## config.mk

```make
export PLATFORM = sky130hd
export DESIGN_NAME = fetch_unit
export DESIGN_NICKNAME = d
export VERILOG_FILES = /design/src/rtl/if_pkg.sv /design/src/rtl/fetch_pc_sel.sv /design/src/rtl/fetch_unit.sv
export SDC_FILE = /design/constraint.sdc
export NUM_CORES = 1
export LEC_CHECK = 0
export ABC_CLOCK_PERIOD_IN_PS = 2800
export CELL_PAD_IN_SITES_DETAIL_PLACEMENT = 0
export CELL_PAD_IN_SITES_GLOBAL_PLACEMENT = 1
export CORE_MARGIN = 5
export CORE_UTILIZATION = 32
export CTS_BUF_LIST = sky130_fd_sc_hd__clkbuf_8
export DETAILED_ROUTE_END_ITERATION = 12
export PLACE_DENSITY_LB_ADDON = 0.05
export SLEW_MARGIN = 25
export SYNTH_ARGS = -nofsm -noshare
export SYNTH_HDL_FRONTEND = slang
export SYNTH_HIERARCHICAL = 1
export SYNTH_SLANG_ARGS = --single-unit
```

## constraint.sdc

```tcl
create_clock -name clk -period 2.8 [get_ports clk]
set_clock_uncertainty 0.2 [all_clocks]
set_input_delay 0.56 -clock clk [delete_from_list [all_inputs] [get_ports clk]]
set_output_delay 0.56 -clock clk [all_outputs]
set_load 0.01 [all_outputs]
```

## src/rtl/if_pkg.sv

```systemverilog
// Shared types and default constants for the instruction-fetch stage.
package if_pkg;

  // Fetch-stage lifecycle: wait for program load, issue the first
  // address, fetch continuously, then park until reset.
  typedef enum logic [1:0] {
    IDLE = 2'd0,
    BOOT = 2'd1,
    RUN  = 2'd2,
    HALT = 2'd3
  } fetch_state_e;

  // addi x0,x0,0 -- shown on instr whenever the fetch is not valid.
  localparam logic [31:0] DEFAULT_NOP_INSTR = 32'h0000_0013;

  // First PC fetched after the program image is loaded.
  localparam logic [31:0] DEFAULT_RESET_PC = 32'h0000_0000;

  // Word-address width of the instruction memory.
  localparam int unsigned DEFAULT_IMEM_ADDR_W = 14;

endpackage

```

## src/rtl/fetch_pc_sel.sv

```systemverilog
// Next fetch address selection: redirect beats stall beats sequential
// increment. Redirect targets are forced to word alignment.
module fetch_pc_sel
  import if_pkg::*;
#(
  parameter logic [31:0] RESET_PC = DEFAULT_RESET_PC
) (
  input  fetch_state_e state_i,
  input  logic [31:0]  pc_i,
  input  logic         stall_i,
  input  logic         redirect_i,
  input  logic [31:0]  redirect_pc_i,
  output logic [31:0]  next_addr_o
);

  // Choose the address handed to imem this cycle; outside RUN the
  // address is pinned (reset PC before running, held PC once halted).
  always_comb begin
    next_addr_o = pc_i;
    unique case (state_i)
      IDLE, BOOT: next_addr_o = RESET_PC;
      RUN: begin
        if (redirect_i) begin
          next_addr_o = redirect_pc_i & 32'hFFFF_FFFC;
        end else if (stall_i) begin
          next_addr_o = pc_i;
        end else begin
          next_addr_o = pc_i + 32'd4;
        end
      end
      HALT:    next_addr_o = pc_i;
      default: next_addr_o = pc_i;
    endcase
  end

endmodule

```

## src/rtl/fetch_unit.sv

```systemverilog
// Instruction-fetch stage: PC sequencing, synchronous imem read port
// driving, and the instr/pc/pc_plus4 bundle for the IF/ID register.
module fetch_unit
  import if_pkg::*;
#(
  parameter logic [31:0] RESET_PC    = DEFAULT_RESET_PC,
  parameter int unsigned IMEM_ADDR_W = DEFAULT_IMEM_ADDR_W,
  parameter logic [31:0] NOP_INSTR   = DEFAULT_NOP_INSTR
) (
  input  logic                   clk,
  input  logic                   rst,
  input  logic                   prog_loaded,
  input  logic                   stall,
  input  logic                   redirect,
  input  logic [31:0]            redirect_pc,
  input  logic                   halt,
  output logic [IMEM_ADDR_W-1:0] imem_addr,
  input  logic [31:0]            imem_rdata,
  output logic [31:0]            instr,
  output logic [31:0]            pc,
  output logic [31:0]            pc_plus4,
  output logic                   valid,
  output logic                   halted,
  output logic [31:0]            fetch_count
);

  fetch_state_e state_q, state_d;
  logic [31:0]  pc_q, pc_d;
  logic [31:0]  fetch_count_q, fetch_count_d;
  logic [31:0]  next_addr;

  fetch_pc_sel #(
    .RESET_PC(RESET_PC)
  ) u_pc_sel (
    .state_i      (state_q),
    .pc_i         (pc_q),
    .stall_i      (stall),
    .redirect_i   (redirect),
    .redirect_pc_i(redirect_pc),
    .next_addr_o  (next_addr)
  );

  // Word address to imem; upper bits drop so fetches wrap inside imem.
  assign imem_addr = IMEM_ADDR_W'(next_addr >> 2);

  // Next-state logic: halt is terminal, only reset leaves HALT.
  always_comb begin
    state_d = state_q;
    unique case (state_q)
      IDLE:    if (prog_loaded) state_d = BOOT;
      BOOT:    state_d = RUN;
      RUN:     if (halt) state_d = HALT;
      HALT:    state_d = HALT;
      default: state_d = IDLE;
    endcase
  end

  // pc_q tracks the address whose data arrives on imem_rdata, so it
  // follows next_addr on every edge where an address is being issued.
  always_comb begin
    pc_d = pc_q;
    if (state_q == BOOT || state_q == RUN) begin
      pc_d = next_addr;
    end
  end

  // Count delivered instructions, saturating instead of wrapping.
  always_comb begin
    fetch_count_d = fetch_count_q;
    if (valid && !stall && fetch_count_q != 32'hFFFF_FFFF) begin
      fetch_count_d = fetch_count_q + 32'd1;
    end
  end

  // State, PC and counter registers with asynchronous reset.
  always_ff @(posedge clk or posedge rst) begin
    if (rst) begin
      state_q       <= IDLE;
      pc_q          <= RESET_PC;
      fetch_count_q <= 32'd0;
    end else begin
      state_q       <= state_d;
      pc_q          <= pc_d;
      fetch_count_q <= fetch_count_d;
    end
  end

  assign valid       = (state_q == RUN);
  assign halted      = (state_q == HALT);
  assign pc          = pc_q;
  assign pc_plus4    = pc_q + 32'd4;
  assign instr       = valid ? imem_rdata : NOP_INSTR;
  assign fetch_count = fetch_count_q;

endmodule
```

==> metrics.md <==
| Metric | Value |
|---|---|
| Seq/Total Area, Yosys | `between 30% and 40%` |
| Status | `finished, violations left` |
| Bufs and invs on worst path | `3` |
| Synthesized flop and latch total | `66` |
| Vias | `5532` |
| Count of input and output buffers | `between 200 and 250` |
| Slew Limit Headroom | `between 50 and 60%` |
| Crit-path slowest cell | `dfrtp_1` |
| CTS sink count | `66` |
| Root Driver | `clkbuf_8` |
| DRT Pass-1 Iters | `5` |
| Mapped Nets | `659` |
| Hold path cells | `1` |
| GRT overflow | `0` |
| Remaining antenna violation count | `0` |
| CTS tree | `done` |
| Die X | `approximately 140 um` |
| Routability cong. | `0.858` |
| Die area | `about 18000 um2` |
| Lkg Pwr | `roughly 3.9 nW` |
| Vias in the first global route | `5767` |
| Routed length per instance | `between 15 and 20 um` |
| 1st-iter DRT viols | `307` |
| Distinct cells, synth | `just under 60` |
| Crit Path Max Fanout | `5` |
| Most used cell, CP | `buf_6` |
| DPL Wire Length | `around 14000 um` |
| Htree depth | `3` |
| Async SR Flop Fraction | `100%` |
| Worst setup margin | `-0.0811 ns` |
| FF-to-FF path depth | `9` |
| WP data required | `around 2 ns` |
| Cell count after synthesis | `~580` |
| Final setup TNS | `-0.527 ns` |
| Clock Path Buffers | `2` |
| Clock Pin Slew Worst Setup and Hold Paths | `about 0.09 ns` |
| Mapped cell area | `roughly 5100 um2` |
| Cell Chain, Critical Path | `nand4_1 -> nor3_4 -> nand3_4 -> buf_6 -> buf_6 -> nor4_4 -> xor2_1 -> buf_2` |
| Hold crit path type | `flip-flop to flip-flop` |
| Synth area leader | `dfrtp_1` |
| First-pass GRT wire length | `30500 um` |
| Tot GR Track Use | `between 20% and 30%` |
| Main area contributors after synthesis | `dfrtp_1 (33%), mux2_2 (6.7%), xnor2_1 (5.9%)` |
| FMAX | `347 MHz` |
| Power per Cell Area | `between 700 and 800 nW/um2` |
| Final setup fails | `11` |
| CP max stage delay | `0.36 ns` |
| Final Hold Fails | `0` |
| Synthesis-to-layout area growth | `70.0%` |
| Slew @ Worst Pin | `~0.64 ns` |
| RSZ-0062 raised after global routing | `true` |
| Initial antenna violation count | `1` |
| CP Capture Type | `output port` |
| Worst skew pair latency | `~0.37 ns` |
| Max-Cap Viols | `0` |
| Nets | `953` |
| Boundary Pins | `between 200 and 250` |
| Max-slew violations | `0` |
| CTS Buf Count | `9` |
| Violated checks | `negative setup slack` |
| Post-synth EDFFs | `0` |
| Commonest non-fill, non-tap cells in the layout | `clkdlybuf4s50_1 (157), buf_4 (83), dfrtp_1 (63)` |
| Type of the worst setup path | `flip-flop to output port` |
| Final hold slack | `between 0.3 and 0.4 ns` |
| Die height | `~140 um` |
| Final WL | `around 19000 um` |
| Final Critical Period | `slightly below 3 ns` |
| Hold_buf cts | `0` |
| Largest vdd supply drop | `between 0.3 and 0.4 mV` |
| CP delay by family, top | `simple AND/OR/NAND/NOR gates` |
| Ys flop type | `dfrtp_1` |
| Starting Density | `32.2%` |
| Syn avg cell area | `roughly 8.7 um2` |
| Core box area | `15700 um2` |
| Top cell type's share of synthesized area | `~33%` |
| Pin count of the biggest net entering global routing | `67` |
| Antenna Cells | `0` |
| Post-route DRC | `0` |
| Synth Warn # | `6` |
| Instance count on the critical path | `8` |
| Final worst path period share | `103%` |
| Via-to-Cell Ratio | `between 5 and 6` |
| Share of cells above drive strength 1 | `29.0%` |
| CP startpoint kind | `flip-flop` |
| Cell Rows | `46` |
| Commonest non-fill, non-tap cell in the layout | `clkdlybuf4s50_1` |
| Arrival time at the worst endpoint | `approximately 2.1 ns` |
==> layer usage <==
layer	up-vias	global-route usage, %	share of wire, %
met5	-	0	0.10
met4	2	6.89	1.9
met3	30	3.77	5.1
met2	169	36.1	51
met1	2638	25.7	42
li1	2693	-	-
==> cells by family after synthesis <==
family	Yosys count	share of synthesized area, %
adder cells (fa/ha/maj)	8	1.98
multiplexers	33	7.36
flip-flops	66	32.6
AO/OA/AOI/OAI	105	14.0
AND/OR/NAND/NOR	263	30.3
buffers and inverters	50	3.98
XOR/XNOR	56	9.83
==> path summary, 6_finish.rpt <==
check | end | slack (ns) | startpoint
min in group asynchronous | pc[7] | 0.39 | rst
max | pc_plus4[27] | -0.08 | pc[12]
max in group asynchronous | state_q[0] | 1.68 | rst
max reg2reg | pc[29] | 0.26 | pc[8]
min | fetch_count[27] | 0.32 | fetch_count[27]
min reg2reg | fetch_count[27] | 0.32 | fetch_count[27]
==> sequential cells by signal, indices dropped and copies added, names as in the netlist <==
register	cells
state_q	2
fetch_count	32
pc	32
==> metrics by stage <==
step	instance area (um2)	power [W]	worst slack, ns	instances	util, %
global route	8610	0.00660	-0.197	1095	54.8
detailed placement	7970	0.00515	-0.696	1059	50.7
global placement	7970	0.00511	-0.659	1059	50.7
floorplan	5070	0.00316	0.0878	581	-
CTS	8530	0.00624	-0.195	1094	54.3
finish	8610	0.00622	-0.0811	1095	54.8
==> cells in the mapped netlist (all sizes together), types with 20 or more instances <==
library cell and number:
nor2 53, xnor2 35, a21oi 33, clkbuf 20, dfrtp 66, nand2 32
nand4 33, nand3 43, and2 34, xor2 21, mux2 31
==> report_power, final <==
part	total, W	switching, W	internal [W]
registers	0.00131	0.000153	0.00115
clock network	0.00102	0.000410	0.000610
logic	0.00390	0.00187	0.00203
==> what timing repair did <==
item                                    in CTS  in global routing
cloned                                       1                  0
buffers inserted                            20                  2
endpoints found under the setup margin      70                 44
pin swaps                                   25                 18
resized for setup                          168                 45
==> area by class of cell <==
cell class / count / area, um2
clock inverters: 5 / 103
clock buffers: 10 / 138
flip-flops and latches: 66 / 1660
well taps: 216 / 270
inverters: 18 / 67.6
fillers: 1491 / 7100
multi-input cells: 465 / 3460
repair buffers: 315 / 2920
Note: power is estimated with default switching activity, not from simulation.
==> edit, RTL diff (config.mk and constraints unchanged) <==
Re-encode `fetch_state_e` (4 states) as one-hot, 4 bits wide.
--- a/src/rtl/if_pkg.sv
+++ b/src/rtl/if_pkg.sv
@@ -5,7 +5,7 @@
   // address, fetch continuously, then park until reset.
-  typedef enum logic [1:0] {
-    IDLE = 2'd0,
-    BOOT = 2'd1,
-    RUN  = 2'd2,
-    HALT = 2'd3
+  typedef enum logic [3:0] {
+    IDLE = 4'b0001,
+    BOOT = 4'b0010,
+    RUN  = 4'b0100,
+    HALT = 4'b1000
   } fetch_state_e;
Check against the original RTL: same outputs for any inputs over 10 cycles, from zero or initial values and one cycle with rst high; not proved beyond that.
==> edit against the unedited design <==
Wire length fell by 0.27%; total power fell by 19%; count of clock-buffer cells in the layout rose by 2; critical path type unchanged; sequential cell count rose by 2; synthesized area rose by 1.2%; design area rose by 1.6%; worst setup slack improved by 0.034 ns; the flow still finishes with violations (setup timing).
==> edit: results (changes against the unedited design) <==
Run status
  – Status: complete, but fails checks
  – Failing checks: setup timing

Timing
  – Final Setup Violations: 7 (-4)
  – Worst Setup Slack, final: -0.0471 ns (+0.0340 ns)
  – Fin crit period: 2.85 ns (-0.0340 ns)

Detailed routing
  – Met2 wire length: 9230 µm (-7.4%)
  – WL met3: 1550 µm (+57%)
  – Max Used Layer: met4
  – Wl on met1: 8240 µm (+2.0%)
  – Initial DRC count: 317 (+3.3%)

Global route
  – Vias in the first global route: 5,838 (+1.2%)
  – Global-route wire length before repair: 30,500 µm (-0.13%)

Setup path
  – Worst reg2reg path depth: 8 (-1)
  – Worst-path cell with the longest stage delay: or4b_4

Synthesis
  – Commonest cells in the netlist: 67 x dfrtp_1, 53 x nand2_1, 41 x xnor2_1, 38 x and2_1, 38 x nor2_1
  – Xor/xnor share of the synthesized area: 0.101 (+0.00251)
  – Area contributors post-synth: dfrtp_1 33%, mux2_2 7.0%, xnor2_1 7.0%

Final layout
  – Clock buffer count: 12 (+2)
  – Area delta synth->final: 70.7%
  – Number of fill cells in the layout: 1,498 (+0.47%)
  – Nonclk inv count: 17 (-1)

Place
  – Routability congestion estimate: 0.873 (+1.7%)

Power
  – Switching part of the total power: 0.392 (+0.000392)
  – VDD IR max: 377 µV (+23%)
  – Comb group: 0.00286 W (-27%)
-- edit: what timing repair did --
action                     in CTS  in global routing
setup buffers                  10                  9
pin swaps                      12                 30
gates cloned                    1                  1
setup endpoints to repair      73                 72
resized for setup             289                 98
-- edit: per-layer routing --
layer	global-route usage	up-vias
li1	-	2791
met1	0.260	2781
met2	0.331	198
met3	0.0676	21
met4	0.0622	0
met5	0	-
-- edit: stage by stage --
stage	instances	hold slack [ns]
after CTS	1120	0.302
after floorplan	592	0.319
after global placement	1093	0.282
final	1129	0.300
after detailed placement	1093	0.290
after global routing	1129	0.324
-- edit: how the worst max path moves through the flow --
stage                    end  cells after the start
2_1_floorplan  imem_addr[12]                      6
3_3_place_gp   imem_addr[11]                      8
3_5_place_dp   imem_addr[13]                      8
4_1_cts            instr[12]                      6
5_1_grt         imem_addr[4]                      7
6_report       imem_addr[12]                      7
